## src/rtl/ms_pwm_dt_defs.sv

```systemverilog
// rtl/ms_pwm_dt_defs.sv - shared state encodings and defaults for the PWM dead-time stage
package ms_pwm_dt_defs;

    localparam int DT_W_DEF = 8;

    localparam logic [2:0] ST_IDLE   = 3'd0;
    localparam logic [2:0] ST_DEAD_H = 3'd1;
    localparam logic [2:0] ST_HIGH   = 3'd2;
    localparam logic [2:0] ST_DEAD_L = 3'd3;
    localparam logic [2:0] ST_LOW    = 3'd4;
    localparam logic [2:0] ST_FAULT  = 3'd5;

    typedef enum logic [2:0] {
        IDLE   = ST_IDLE,
        DEAD_H = ST_DEAD_H,
        HIGH   = ST_HIGH,
        DEAD_L = ST_DEAD_L,
        LOW    = ST_LOW,
        FAULT  = ST_FAULT
    } dt_state_e;

endpackage

```

## src/rtl/ms_pwm_deadtime.sv

```systemverilog
// rtl/ms_pwm_deadtime.sv - complementary PWM drive with dead time and latched fault
module ms_pwm_deadtime
    import ms_pwm_dt_defs::*;
#(
    parameter int DT_W = DT_W_DEF
) (
    input  logic            clk_i,
    input  logic            rst_i,
    input  logic            en,
    input  logic            pwm_in,
    input  logic [DT_W-1:0] dt_rise,
    input  logic [DT_W-1:0] dt_fall,
    input  logic            inv_h,
    input  logic            inv_l,
    input  logic            fault_i,
    input  logic            fault_clr,
    output logic            pwm_h,
    output logic            pwm_l,
    output logic            dead_o,
    output logic            fault_o,
    output logic            fault_flag
);

    localparam logic [DT_W-1:0] CNT_ONE = {{(DT_W-1){1'b0}}, 1'b1};

    dt_state_e       state_q, state_d;
    logic [DT_W-1:0] cnt_q, cnt_d;
    logic            pwm_q, pwm_d;
    logic            h_q, h_d;
    logic            l_q, l_d;
    logic            dead_q, dead_d;
    logic            fault_o_q, fault_o_d;
    logic            fault_flag_q, fault_flag_d;

    dt_state_e       rise_st, fall_st;
    logic [DT_W-1:0] rise_cnt, fall_cnt;

    // Entry targets for a new dead interval; a zero dead time skips straight to the drive state.
    always_comb begin
        rise_st  = (dt_rise == '0) ? HIGH : DEAD_H;
        rise_cnt = (dt_rise == '0) ? '0 : dt_rise - CNT_ONE;
        fall_st  = (dt_fall == '0) ? LOW : DEAD_L;
        fall_cnt = (dt_fall == '0) ? '0 : dt_fall - CNT_ONE;
    end

    always_comb begin
        state_d = state_q;
        cnt_d   = cnt_q;
        pwm_d   = pwm_in;

        if (fault_i) begin
            state_d = FAULT;
            cnt_d   = '0;
        end else if (state_q == FAULT) begin
            if (fault_clr) begin
                state_d = IDLE;
                cnt_d   = '0;
            end
        end else if (!en) begin
            state_d = IDLE;
            cnt_d   = '0;
        end else begin
            case (state_q)
                IDLE: begin
                    if (pwm_q) begin
                        state_d = rise_st;
                        cnt_d   = rise_cnt;
                    end else begin
                        state_d = fall_st;
                        cnt_d   = fall_cnt;
                    end
                end
                LOW: begin
                    if (pwm_q) begin
                        state_d = rise_st;
                        cnt_d   = rise_cnt;
                    end
                end
                HIGH: begin
                    if (!pwm_q) begin
                        state_d = fall_st;
                        cnt_d   = fall_cnt;
                    end
                end
                DEAD_H: begin
                    // A pulse shorter than the dead time is swallowed by heading back low.
                    if (!pwm_q) begin
                        state_d = fall_st;
                        cnt_d   = fall_cnt;
                    end else if (cnt_q == '0) begin
                        state_d = HIGH;
                    end else begin
                        cnt_d = cnt_q - CNT_ONE;
                    end
                end
                DEAD_L: begin
                    if (pwm_q) begin
                        state_d = rise_st;
                        cnt_d   = rise_cnt;
                    end else if (cnt_q == '0) begin
                        state_d = LOW;
                    end else begin
                        cnt_d = cnt_q - CNT_ONE;
                    end
                end
                default: begin
                    state_d = IDLE;
                    cnt_d   = '0;
                end
            endcase
        end

        h_d          = (state_d == HIGH);
        l_d          = (state_d == LOW);
        dead_d       = (state_d == DEAD_H) || (state_d == DEAD_L);
        fault_o_d    = (state_d == FAULT);
        fault_flag_d = fault_i && (state_q != FAULT);
    end

    always_ff @(posedge clk_i) begin
        if (rst_i) begin
            state_q      <= IDLE;
            cnt_q        <= '0;
            pwm_q        <= 1'b0;
            h_q          <= 1'b0;
            l_q          <= 1'b0;
            dead_q       <= 1'b0;
            fault_o_q    <= 1'b0;
            fault_flag_q <= 1'b0;
        end else begin
            state_q      <= state_d;
            cnt_q        <= cnt_d;
            pwm_q        <= pwm_d;
            h_q          <= h_d;
            l_q          <= l_d;
            dead_q       <= dead_d;
            fault_o_q    <= fault_o_d;
            fault_flag_q <= fault_flag_d;
        end
    end

    // Fault gating bypasses the flops so the gates turn off in the same cycle.
    assign pwm_h      = (h_q & ~fault_i) ^ inv_h;
    assign pwm_l      = (l_q & ~fault_i) ^ inv_l;
    assign dead_o     = dead_q;
    assign fault_o    = fault_o_q;
    assign fault_flag = fault_flag_q;

    assert property (@(posedge clk_i) disable iff (rst_i) !(h_q && l_q));

endmodule
```

## config.mk

```make
export PLATFORM = sky130hd
export DESIGN_NAME = ms_pwm_deadtime
export DESIGN_NICKNAME = d
export VERILOG_FILES = /design/src/rtl/ms_pwm_dt_defs.sv /design/src/rtl/ms_pwm_deadtime.sv
export SDC_FILE = /design/constraint.sdc
export NUM_CORES = 1
export LEC_CHECK = 0
export BUFFER_PORTS_ARGS = -buffer_cell sky130_fd_sc_hd__buf_2
export CAP_MARGIN = 20
export CORE_ASPECT_RATIO = 0.75
export CORE_MARGIN = 5
export CORE_UTILIZATION = 45
export DETAILED_ROUTE_END_ITERATION = 8
export HOLD_SLACK_MARGIN = 0.12
export MAX_ROUTING_LAYER = met4
export PLACE_DENSITY_LB_ADDON = 0.12
export RECOVER_POWER = 50
export SKIP_CTS_REPAIR_TIMING = 1
export SLEW_MARGIN = 5
export SYNTH_ARGS = -nofsm -noshare
export SYNTH_HDL_FRONTEND = slang
export SYNTH_SLANG_ARGS = --single-unit
```

## constraint.sdc

```tcl
create_clock -name clk_i -period 2.75 [get_ports clk_i]
set_input_delay 0.1375 -clock clk_i [delete_from_list [all_inputs] [get_ports clk_i]]
set_output_delay 0.1375 -clock clk_i [all_outputs]
set_load 0.02 [all_outputs]
```

**After elaboration in Yosys (flattened, before gate mapping)**

Cells that the tools add are included.

- Register bits: 17
- Bits in latches: 0
- RAM bits: 0
- ROM bits: 0
- Logic and storage cells: 64
- Memories: 0

- Add/subtract/negate cells: 3
- Multipliers: 0
- Div/mod/pow operators: 0
- Magnitude comparators: 0
- Equal/unequal tests: 14
- Shift operators: 0
- Multiplexer cells: 26
- Bitwise logic cells: 5
- Reductions and logical operators: 8

Operators with widths:

| kind | number |
|---|---|
| $mux W8 | 11 |
| $pmux W8 S5 | 1 |
| $mux W3 | 12 |
| $logic_not A8 Y1 | 3 |
| $sub A8 B1 Y8 const B | 3 |
| $pmux W3 S5 | 1 |
| $eq A3 B2 Y1 const B | 4 |
| $eq A3 B3 Y1 const B | 4 |
| $ne A4 B4 Y1 const B | 2 |
| $eq A3 B1 Y1 const B | 2 |
| $logic_not A3 Y1 | 1 |
| $ne A3 B3 Y1 const B | 1 |
| $reduce_and A3 Y1 | 1 |
| $and A1 B1 Y1 | 2 |
| $mux W2 | 1 |
| $ne A2 B2 Y1 const B | 1 |
| $reduce_or A2 Y1 | 1 |
| $xor A1 B1 Y1 | 2 |
| $logic_and A1 B1 Y1 | 1 |
| $logic_or A1 B1 Y1 | 1 |
| $not A1 Y1 | 1 |

**Logic depth before layout (Yosys ltp)**

Gate-level depths: netlist of run 1.

- Depth in word-level cells: 9
- Mapped depth: 8
- Depth with buffers taken out: 8

**Worst setup path before layout of run 1**

No wires, ideal clock.

- Path type: register to register
- Start: reg cnt_q[0]
- End: reg h_q
- Library setup time: 0.088 ns
- Data arrival time: 1.525 ns
- Slack: 1.137 ns
- Stages on the path, launching flop included: 8
- Clock period less this slack: 1.613 ns
- Cell sequence: dfxtp_1 -> inv_1 -> ha_1 -> nor3b_2 -> nand2_4 -> a32oi_4 -> a311oi_2 -> nor4_2

- Cells in the longest elaborated chain, start to end: 8
- Elaborated cells on any way between the ends: 10
- Classes of those cells: eq/ne (1); mux (8); reduce/logical (1)

Ends and longest elaborated chain:

| item | line | text |
|---|---|---|
| from (decl) | ms_pwm_deadtime.sv:27 | `logic [DT_W-1:0] cnt_q, cnt_d;` |
| from (signal assigned) | ms_pwm_deadtime.sv:132 | `cnt_q <= cnt_d;` |
| $logic_not A8 Y1 * | ms_pwm_deadtime.sv:90, ms_pwm_deadtime.sv:100 |  |
| $mux W3 (on tied branches) | ms_pwm_deadtime.sv:100, ms_pwm_deadtime.sv:90 |  |
| $mux W3 (on tied branches) | ms_pwm_deadtime.sv:97, ms_pwm_deadtime.sv:87 |  |
| $pmux W3 S5 * | ms_pwm_deadtime.sv:63 | `case (state_q)` |
| $mux W3 * | ms_pwm_deadtime.sv:59 | `end else if (!en) begin` |
| $mux W3 * | ms_pwm_deadtime.sv:54 | `end else if (state_q == FAULT) begin` |
| $mux W3 * | ms_pwm_deadtime.sv:51 | `if (fault_i) begin` |
| $eq A3 B2 Y1 * | ms_pwm_deadtime.sv:113 | `h_d = (state_d == HIGH);` |
| to (signal assigned) | ms_pwm_deadtime.sv:125 | `h_q <= 1'b0;` |
| to (signal assigned) | ms_pwm_deadtime.sv:134 | `h_q <= h_d;` |
| to (decl) | ms_pwm_deadtime.sv:29 | `logic h_q, h_d;` |

Every way passes the cells marked *; elsewhere a longest branch is shown, timed or not.
A chain may end at the register's enable or synchronous reset.

**Final worst setup path of run 1**

- Start: reg state_q[2]
- End: reg cnt_q[0]

- Cells in the longest elaborated chain, start to end: 4
- Elaborated cells on any way between the ends: 13
- Classes of those cells: eq/ne (8); mux (3); reduce/logical (2)

Ends and longest elaborated chain:

| item | line | text |
|---|---|---|
| from (decl) | ms_pwm_deadtime.sv:26 | `dt_state_e state_q, state_d;` |
| from (signal assigned) | ms_pwm_deadtime.sv:131 | `state_q <= state_d;` |
| $eq A3 B2 Y1, or another cell as far along | ms_pwm_deadtime.sv:63 |  |
| $pmux W8 S5 | ms_pwm_deadtime.sv:63 |  |
| $mux W8 | ms_pwm_deadtime.sv:59 |  |
| $mux W8 | ms_pwm_deadtime.sv:54 |  |

Parallel ways exist; a longest one is shown, timed or not.

==> impl_metrics.toml, run 1 <==
[status]
outcome = "complete, no violations"

[global_routing]
grt-ovfl-total = 0
grt_pass1_vias = 1409
grt_first_pass_wirelength_microns = 7060
grt_max_degree = 19
gr-usage-all-layers_pct = 17.8
antenna_found_initial = 0

[route]
met1_length_microns = 2300
drtIter0Drc = 112
antenna_left = 0
wire_per_inst_microns = 14.5
totalWireLength_microns = 4290
via_per_inst = 5.42
route.detailed.drc = 0
wl_met3_microns = 238
wl_met2_microns = 1730
routed-via-count = 1605
top_layer = "met4"
firstDrtPassIters = 4

[place]
gp_congestion = 0.905
port_buffers = 28
dp_hpwl_microns = 3340

[clock_tree]
cts_buffers = 3
cts-htree-levels = 1
cts_root_buf = "clkbuf_8"
cts.sinks = 17
cts_tree = "yes"
clkTransAtPathRegs_ps = 60
worstSkewPairLatency_ps = 250
clockBufferDepth = 2

[power]
peakVddDrop_mv = 0.232
power_density_nw_per_um2 = 381
totalPowerFinal_uw = 707
p_leak_nw = 0.709

[synthesis]
synthFlopType = "dfxtp_1"
postSynthNetCount = 247
synth_area_sq_um = 1700
ys_ff_latch = 17
ys_warn_count = 0
async_flop_share_pct = 0
syn_avg_cell_area_sq_um = 7.75
synth_cell_types = 63
synthCells = 219
synth_edf_count = 0
ys_seq_area_share_pct = 20.0

[worst_setup_path]
path_delay_family = "flip-flops"
worstPathRequired_ps = 2930
cp.arrival_ps = 2400
worst_setup_path_start_kind = "register"
criticalPathCategory = "register to register"
end_kind = "register"
critPathBufInv = 1
path_cells = "inv_1 -> nand2_1 -> o32ai_4 -> nor2_1 -> o21ai_0 -> a21oi_1"
worst_path_max_delay_cell = "dfxtp_1"
crit_path_max_fanout = 16
critical_path.max_stage_delay_ps = 690

[floorplan]
io_pins = 29
dieArea_sq_um = 5110
start_util_pct = 46.4
dieWidth_microns = 80.9
placementRows = 19
die_h_microns = 63.2
core_area_sq_um = 3660

[sta]
min_period_ps = 2230
fin_skew_ps = 1.36
finalSetupViolations = 0
fin_crit_sh_pct = 81.0
tns_ps = 0
rsz0062_at_grt = "false"
hold_slack_ps = 121
hold_viol_final = 0
slew_headroom_pct = 55.7
max_freq_mhz = 449
drv_slew = 0
worst_slew_pin_slew_ps = 663

[finish]
area_growth_pct = 9.36
fin_nets = 273
drive_gt1_share_pct = 20.1
antenna_cells = 0

[job]
max_cap_viol_count = 0

[worst_hold_path]
hold_path_class = "input pin to register"
## cell usage after synthesis, drive strengths merged, types with 2 or more instances
cell / instances / area [sq um]
nor4: 3 / 46.3
a21boi: 3 / 22.5
ha: 4 / 50.1
inv: 11 / 41.3
nand2b: 7 / 43.8
o31ai: 3 / 22.5
nor4b: 2 / 32.5
xnor2: 8 / 70.1
buf: 5 / 52.6
or2: 3 / 18.8
a21o: 2 / 15.0
o22ai: 6 / 37.5
nand3b: 2 / 15.0
nand3: 8 / 40.0
xor2: 4 / 35.0
o32ai: 2 / 43.8
nand2: 28 / 115
dfxtp: 17 / 340
nor3b: 2 / 20.0
a32oi: 2 / 36.3
o211ai: 2 / 20.0
a211oi: 5 / 52.6
nor3: 10 / 60.1
a21oi: 14 / 70.1
o21ai: 14 / 70.1
clkbuf: 2 / 17.5
nor2: 30 / 118
nor2b: 3 / 21.3
## final cells by class
cell class	instances	area, sq um
fill	376	1800
multi-input combinational	184	1230
sequential	17	340
timing repair buffer	28	133
tap	52	65.1
clock buffer	4	45.0
inverter	11	41.3
## registers in the layout, indices dropped and copies added (netlist names)
name,count
cnt_q,8
state_q,3
dead_o,1
fault_flag,1
fault_o,1
h_q,1
l_q,1
pwm_q,1
## cells in the final DEF (no fill, tap or decap), types with 2 or more instances in the layout
master	netlist	layout
o31ai_1	3	3
a211oi_2	3	3
nand3_1	8	8
nand2b_1	7	7
a211oi_1	2	2
a21oi_1	14	14
nor2_1	28	28
xor2_1	4	4
nand3b_1	2	2
inv_1	10	10
nor3b_1	1	2
buf_2	0	22
ha_1	4	4
o22ai_1	6	6
nor2_2	2	2
a21boi_0	3	3
clkbuf_8	1	3
nor4_2	2	2
nor3_1	8	8
o21ai_0	9	10
a21o_1	2	2
clkbuf_1	1	7
nand2_1	26	26
dfxtp_1	17	17
xnor2_1	8	8
nor2b_1	2	2
nor3_2	2	2
o21ai_1	5	4
## routing by layer
metal	vias to the layer above	global-route usage (%)
li1	848	-
met1	714	29.9
met2	39	21.3
met3	4	2.14
met4	0	4.43
met5	-	-
## per-stage QoR
step	std cells	instance area [sq um]	worst slack [ps]	util, %
floorplan	219	1700	1140	-
global placement	292	1830	637	50.1
detailed placement	292	1830	545	50.1
CTS	296	1880	515	51.3
global route	296	1860	273	50.7
finish	296	1860	523	50.7
## worst paths after layout
check	start	to	depth (start not counted)	slack [ps]
worst min register to register	cnt_q[7]	cnt_q[7]	2	510
worst max-delay path	state_q[2]	cnt_q[0]	6	520
worst min-delay path	pwm_in	pwm_q	2	120
worst max register to register	state_q[2]	cnt_q[0]	6	520
## power by group
| part | switching (mW) | internal [mW] | leakage, nW |
|---|---|---|---|
| clock network | 0.0812 | 0.103 | 0.0228 |
| registers | 0.0247 | 0.258 | 0.139 |
| logic | 0.143 | 0.0964 | 0.547 |
| total | 0.249 | 0.457 | 0.709 |
## cells by family (layout without fill, tap and decap cells)
| kind of cell | after synthesis | count (layout) | synth area share, % |
|---|---|---|---|
| xor gates and xnor gates | 12 | 12 | 6.19 |
| muxes | 2 | 2 | 1.25 |
| buffers and inverters | 18 | 43 | 6.56 |
| adders and majority gates | 4 | 4 | 2.95 |
| AOI/OAI and AO/OA | 61 | 61 | 27.9 |
| DFF | 17 | 17 | 20.0 |
| and+or+nand+nor | 105 | 105 | 35.2 |
No activity file was read; power rests on OpenSTA's default activity.
==> inputs of run 2 (changes only) <==
Settings changed: ABC_AREA from default to 1.
Clock period 2.75 ns to 1.95 ns, I/O delays scaled along.
==> run 2 against run 1 <==
  * Register-to-register slack got worse by 270 ps
  * Highest routed layer unchanged
  * Sequential power increased by 34%
  * Largest power group unchanged
  * First-iteration DRC count increased by 35%
  * Final area decreased by 2.0%
==> impl_metrics.toml, run 2 <==
[global_routing]
grt_pass1_vias = 1498
grt_max_degree = 11
grt-ovfl-total = 0
antenna_found_initial = 0
gr-usage-all-layers_pct = 18.0
grt_first_pass_wirelength_microns = 6750

[clock_tree]
cts_root_buf = "clkbuf_8"
cts_buffers = 3
cts_tree = "yes"
clkTransAtPathRegs_ps = 70
worstSkewPairLatency_ps = 240
cts.sinks = 17
cts-htree-levels = 1
clockBufferDepth = 2

[worst_setup_path]
worst-r2r-cell-count = 13
end_kind = "register"
crit_path_max_fanout = 7
endpoint = "cnt_q[7]"
worstPathRequired_ps = 2080
worst_setup_path_start_kind = "register"
cp.arrival_ps = 1830
criticalPathCategory = "register to register"
worstReg2RegStart = "cnt_q[0]"
startpoint = "cnt_q[0]"
r2r_slack_ps = 250
r2r-end = "cnt_q[7]"

[route]
wire_per_inst_microns = 12.2
via_per_inst = 5.05
firstDrtPassIters = 4
totalWireLength_microns = 4060
route.detailed.drc = 0
routed-via-count = 1686
drtIter0Drc = 151
antenna_left = 0

[synthesis]
synth_cell_types = 31
ys_ff_latch = 17
synth_area_leader_cell = "dfxtp_1"
synth_top_area_share_pct = 21.8
synthFlopType = "dfxtp_1"
synth_top_family_by_area = "simple AND/OR/NAND/NOR gates"
synth.most_common_cell = "nand2_1"
async_flop_share_pct = 0
ys_warn_count = 0
synth_compound_area_share_pct = 16.9
synthSimpleGateAreaFrac_pct = 40.2
synth_edf_count = 0
synthAdderAreaFrac_pct = 3.20
synth_mux_area_share_pct = 0
synth_xor_area_share_pct = 5.60
yosys-top-cells-count = "nand2_1 (67), inv_1 (35), nor2_1 (27)"
syn_avg_cell_area_sq_um = 6.04
synth_area_sq_um = 1560
yosys-top-cells-area = "dfxtp_1 (22%), nand2_1 (16%), inv_1 (8.4%)"
ys_seq_area_share_pct = 21.8
synthCells = 259
postSynthNetCount = 287

[place]
gp_congestion = 0.923
place_area_sq_um = 1760
port_buffers = 28
dp_slack_ps = 281
dp.cells = 328
dp_hpwl_microns = 3360

[finish]
reg.largest.list = "cnt_q x8, state_q x3"
final_common_cell = "nand2_1"
final_cell_mix = "nand2_1 (67), inv_1 (36), nor2_1 (27), buf_2 (22), nand3_1 (21)"
largest_reg_flops = 8
drive_gt1_share_pct = 19.4
regMostFlops = "cnt_q"
final-instance-count-excl-fill = 334
postLayoutCellArea_sq_um = 1820
fin_nets = 323
nFillCells = 332
antenna_cells = 0
area_growth_pct = 16.3

[sta]
rsz0062_at_grt = "false"
max_freq_mhz = 589
fin_skew_ps = 2.90
hold_slack_ps = 112
slew_headroom_pct = 76.3
min_period_ps = 1700
tns_ps = 0
hold_viol_final = 0
worst_slew_pin_slew_ps = 353
drv_slew = 0
setup_slack_ps = 252
fin_crit_sh_pct = 87.1
finalSetupViolations = 0

[floorplan]
start_util_pct = 47.2
die_h_microns = 61.1
dieWidth_microns = 78.1
dieArea_sq_um = 4770
core_area_sq_um = 3310
placementRows = 18
io_pins = 29

[power]
power_density_nw_per_um2 = 536
peakVddDrop_mv = 0.570
p_leak_nw = 0.940

[worst_hold_path]
hold_path_class = "input pin to register"
hp-start = "fault_i"

[status]
outcome = "complete, no violations"

[job]
max_cap_viol_count = 0
==> run 2: power breakdown <==
group	switching (mW)	total (mW)	internal [mW]	leakage, nW
registers	0.0159	0.379	0.364	0.139
clock network	0.112	0.257	0.145	0.0228
logic	0.215	0.339	0.124	0.778
total	0.342	0.975	0.632	0.940
==> run 2: worst min path at each step <==
stage / endpoint / depth (start not counted)
floorplan: pwm_q / 1
global placement: pwm_q / 2
detailed placement: pwm_q / 2
CTS: pwm_q / 2
global route: fault_flag / 3
finish: fault_flag / 3
==> run 2: kinds of logic after synthesis <==
kind of cell,Yosys count
flip-flops,17
buffers and inverters,49
adder cells (fa/ha/maj),4
AND/OR/NAND/NOR,139
AO/OA/AOI/OAI,40
XOR/XNOR,10
==> run 2: cell type report <==
type                       count  area (sq um)  share of cell area [%]
clock buffer                   4          45.0                    2.48
sequential                    17           340                    18.7
multi-input combinational    193          1030                    56.7
inverter                      48           185                    10.2
timing repair buffer          32           168                    9.22
tap                           40          50.0                    2.75
==> run 2: critical path: stages (launching register included) <==
cell	delay [ps]
dfxtp_1	320
inv_1	160
ha_1	170
inv_1	40
nor3_1	170
nand2_2	140
inv_1	140
nor2_4	60
inv_2	90
nor2_1	50
nand2_1	50
nand3_1	80
nand2_1	80
a21oi_2	50
==> run 2: per-stage QoR <==
step | utilization (%) | total power, mW
floorplan | - | 0.621
global placement | 53.2 | 0.723
detailed placement | 53.2 | 0.720
CTS | 54.6 | 0.981
global route | 55.0 | 1.04
finish | 55.0 | 0.975
==> run 2: layer usage <==
metal  global-route usage (%)  vias up  part of all wire, %
li1                         -      906                    -
met3                     3.36        4                  6.6
met1                     27.7      728                   54
met4                     3.37        0                 0.62
met5                        -        -                    0
met2                     24.2       48                   39
==> inputs of run 3 (changes only) <==
Settings changed: MAX_ROUTING_LAYER met4 to default.
==> run 3 against run 2 <==
  * Final cell count decreased by 0.30%
  * Critical path depth decreased by 1
  * Final area decreased by 0.34%
  * Via count decreased by 0.95%
  * Clock power increased by 5%
  * Core utilization decreased by 0.19 points
  * Sequential cell count unchanged
  * Register-to-register slack about the same
  * Non-clock buffer count decreased by 1
  * Die area unchanged
  * First-iteration DRC count increased by 19%
  * Clock skew about the same
==> impl_metrics.toml, run 3 (synthesis results as in run 2) <==
[clock_tree]
cts_root_buf = "clkbuf_8"
cts.sinks = 17
cts_buffers = 3
cts-htree-levels = 1
clockBufferDepth = 2
clkTransAtPathRegs_ps = 70
worstSkewPairLatency_ps = 250
cts_tree = "yes"

[power]
power_frac_seq_pct = 38.5
switchingPower_uw = 356
internal_power_uw = 629
peakVddDrop_mv = 0.414
power_density_nw_per_um2 = 543
p_leak_nw = 0.934
p_comb_share_pct = 33.9
power.share.clock_pct = 27.5
totalPowerFinal_uw = 985
swShare_pct = 36.1

[worst_setup_path]
worstPathRequired_ps = 2140
path_delay_family = "simple AND/OR/NAND/NOR gates"
path_cells = "inv_1 -> ha_1 -> inv_1 -> nor3_1 -> nand2_1 -> o21ai_0 -> o21ai_1 -> nand2_1 -> nand2_1 -> nand2_1 -> nand2_1 -> nor2_1"
worst_path_max_delay_cell = "dfxtp_1"
worst_setup_path_start_kind = "register"
end_kind = "register"
crit_top_cell = "nand2_1"
criticalPathCategory = "register to register"
crit_cells = 12
worst-r2r-cell-count = 12
crit_path_max_fanout = 7
critPathBufInv = 2
cp.arrival_ps = 1900
critical_path.max_stage_delay_ps = 310

[sta]
hold_viol_final = 0
min_period_ps = 1710
slew_headroom_pct = 62.4
rsz0062_at_grt = "false"
fin_crit_sh_pct = 87.5
worst_slew_pin_slew_ps = 561
finalSetupViolations = 0
drv_slew = 0
max_freq_mhz = 586
hold_slack_ps = 102
fin_skew_ps = 2.55
tns_ps = 0

[route]
antenna_left = 0
totalWireLength_microns = 4010
via_per_inst = 5.02
firstDrtPassIters = 4
route.detailed.drc = 0
drtIter0Drc = 180
wire_per_inst_microns = 12.0
routed-via-count = 1670

[place]
dp_hpwl_microns = 3350
port_buffers = 28
gp_congestion = 0.927
place_area_sq_um = 1750

[finish]
drive_gt1_share_pct = 19.5
largest_reg_flops = 8
postLayoutCellArea_sq_um = 1810
antenna_cells = 0
area_growth_pct = 15.9
final_common_cell = "nand2_1"
seq_area_sq_um = 340
multi_input_area_sq_um = 1030
regMostFlops = "cnt_q"
nFillCells = 327
fin_nets = 322
final_cell_mix = "nand2_1 (68), inv_1 (35), nor2_1 (27), buf_2 (22), nand3_1 (21)"
reg.largest.list = "cnt_q x8, state_q x3"

[worst_hold_path]
hold_path_class = "input pin to register"
holdPathStages = 3

[global_routing]
antenna_found_initial = 0
grt-ovfl-total = 0
grt_max_degree = 12
grt_pass1_vias = 1429
gr-usage-all-layers_pct = 17.4
grt_first_pass_wirelength_microns = 6640

[floorplan]
die_h_microns = 61.1
io_pins = 29
placementRows = 18
start_util_pct = 47.2
core_area_sq_um = 3310
dieArea_sq_um = 4770
dieWidth_microns = 78.1

[job]
max_cap_viol_count = 0

[status]
outcome = "complete, no violations"
-- run 3: cell types whose count changed in the layout (fill, tap and decap cells not counted), sizes merged --
cell,change
clkinvlp,+1
clkbuf,-1
buf,-1
-- run 3: path summary, 6_finish.rpt --
kind / start / slack (ps) / to
worst min register to register: cnt_q[0] / 480 / cnt_q[0]
worst min-delay path: fault_i / 100 / fault_flag
worst max-delay path: cnt_q[0] / 240 / l_q
worst max register to register: cnt_q[0] / 240 / l_q
-- run 3: power by group through the flow --
| stage | combinational, mW | clock (mW) | sequential, mW |
|---|---|---|---|
| 3_3_place_gp | 0.334 | 0 | 0.386 |
| 3_5_place_dp | 0.331 | 0 | 0.387 |
| 5_1_grt | 0.378 | 0.293 | 0.382 |
| 6_report | 0.334 | 0.271 | 0.379 |
| 4_1_cts | 0.333 | 0.282 | 0.379 |
| 2_1_floorplan | 0.233 | 0 | 0.388 |
-- run 3: final cells by class --
class                   count  share of cell area [%]
clock buffers               3                    2.28
clock inverters             1                   0.414
inverters                  48                    10.2
multi-input cells         193                    56.7
flip-flops and latches     17                    18.8
well taps                  40                    2.76
repair buffers             31                    8.83
-- run 3: through the flow --
stage,util (%),setup slack [ps],std cells
global placement,53.0,306,327
detailed placement,53.0,283,327
CTS,54.5,264,331
global route,54.8,49.1,333
floorplan,-,489,259
finish,54.8,243,333
-- run 3: worst min-delay path, stage by stage --
cell and delay, ps:
buf_2 110, nand3_1 70, inv_1 50
-- run 3: layer usage --
layer | vias up | routed length, microns | GRT usage, %
li1 | 901 | - | -
met1 | 716 | 2190 | 28.3
met2 | 51 | 1510 | 23.2
met3 | 2 | 296 | 3.65
met4 | 0 | 18 | 2.89
met5 | - | 0 | 0
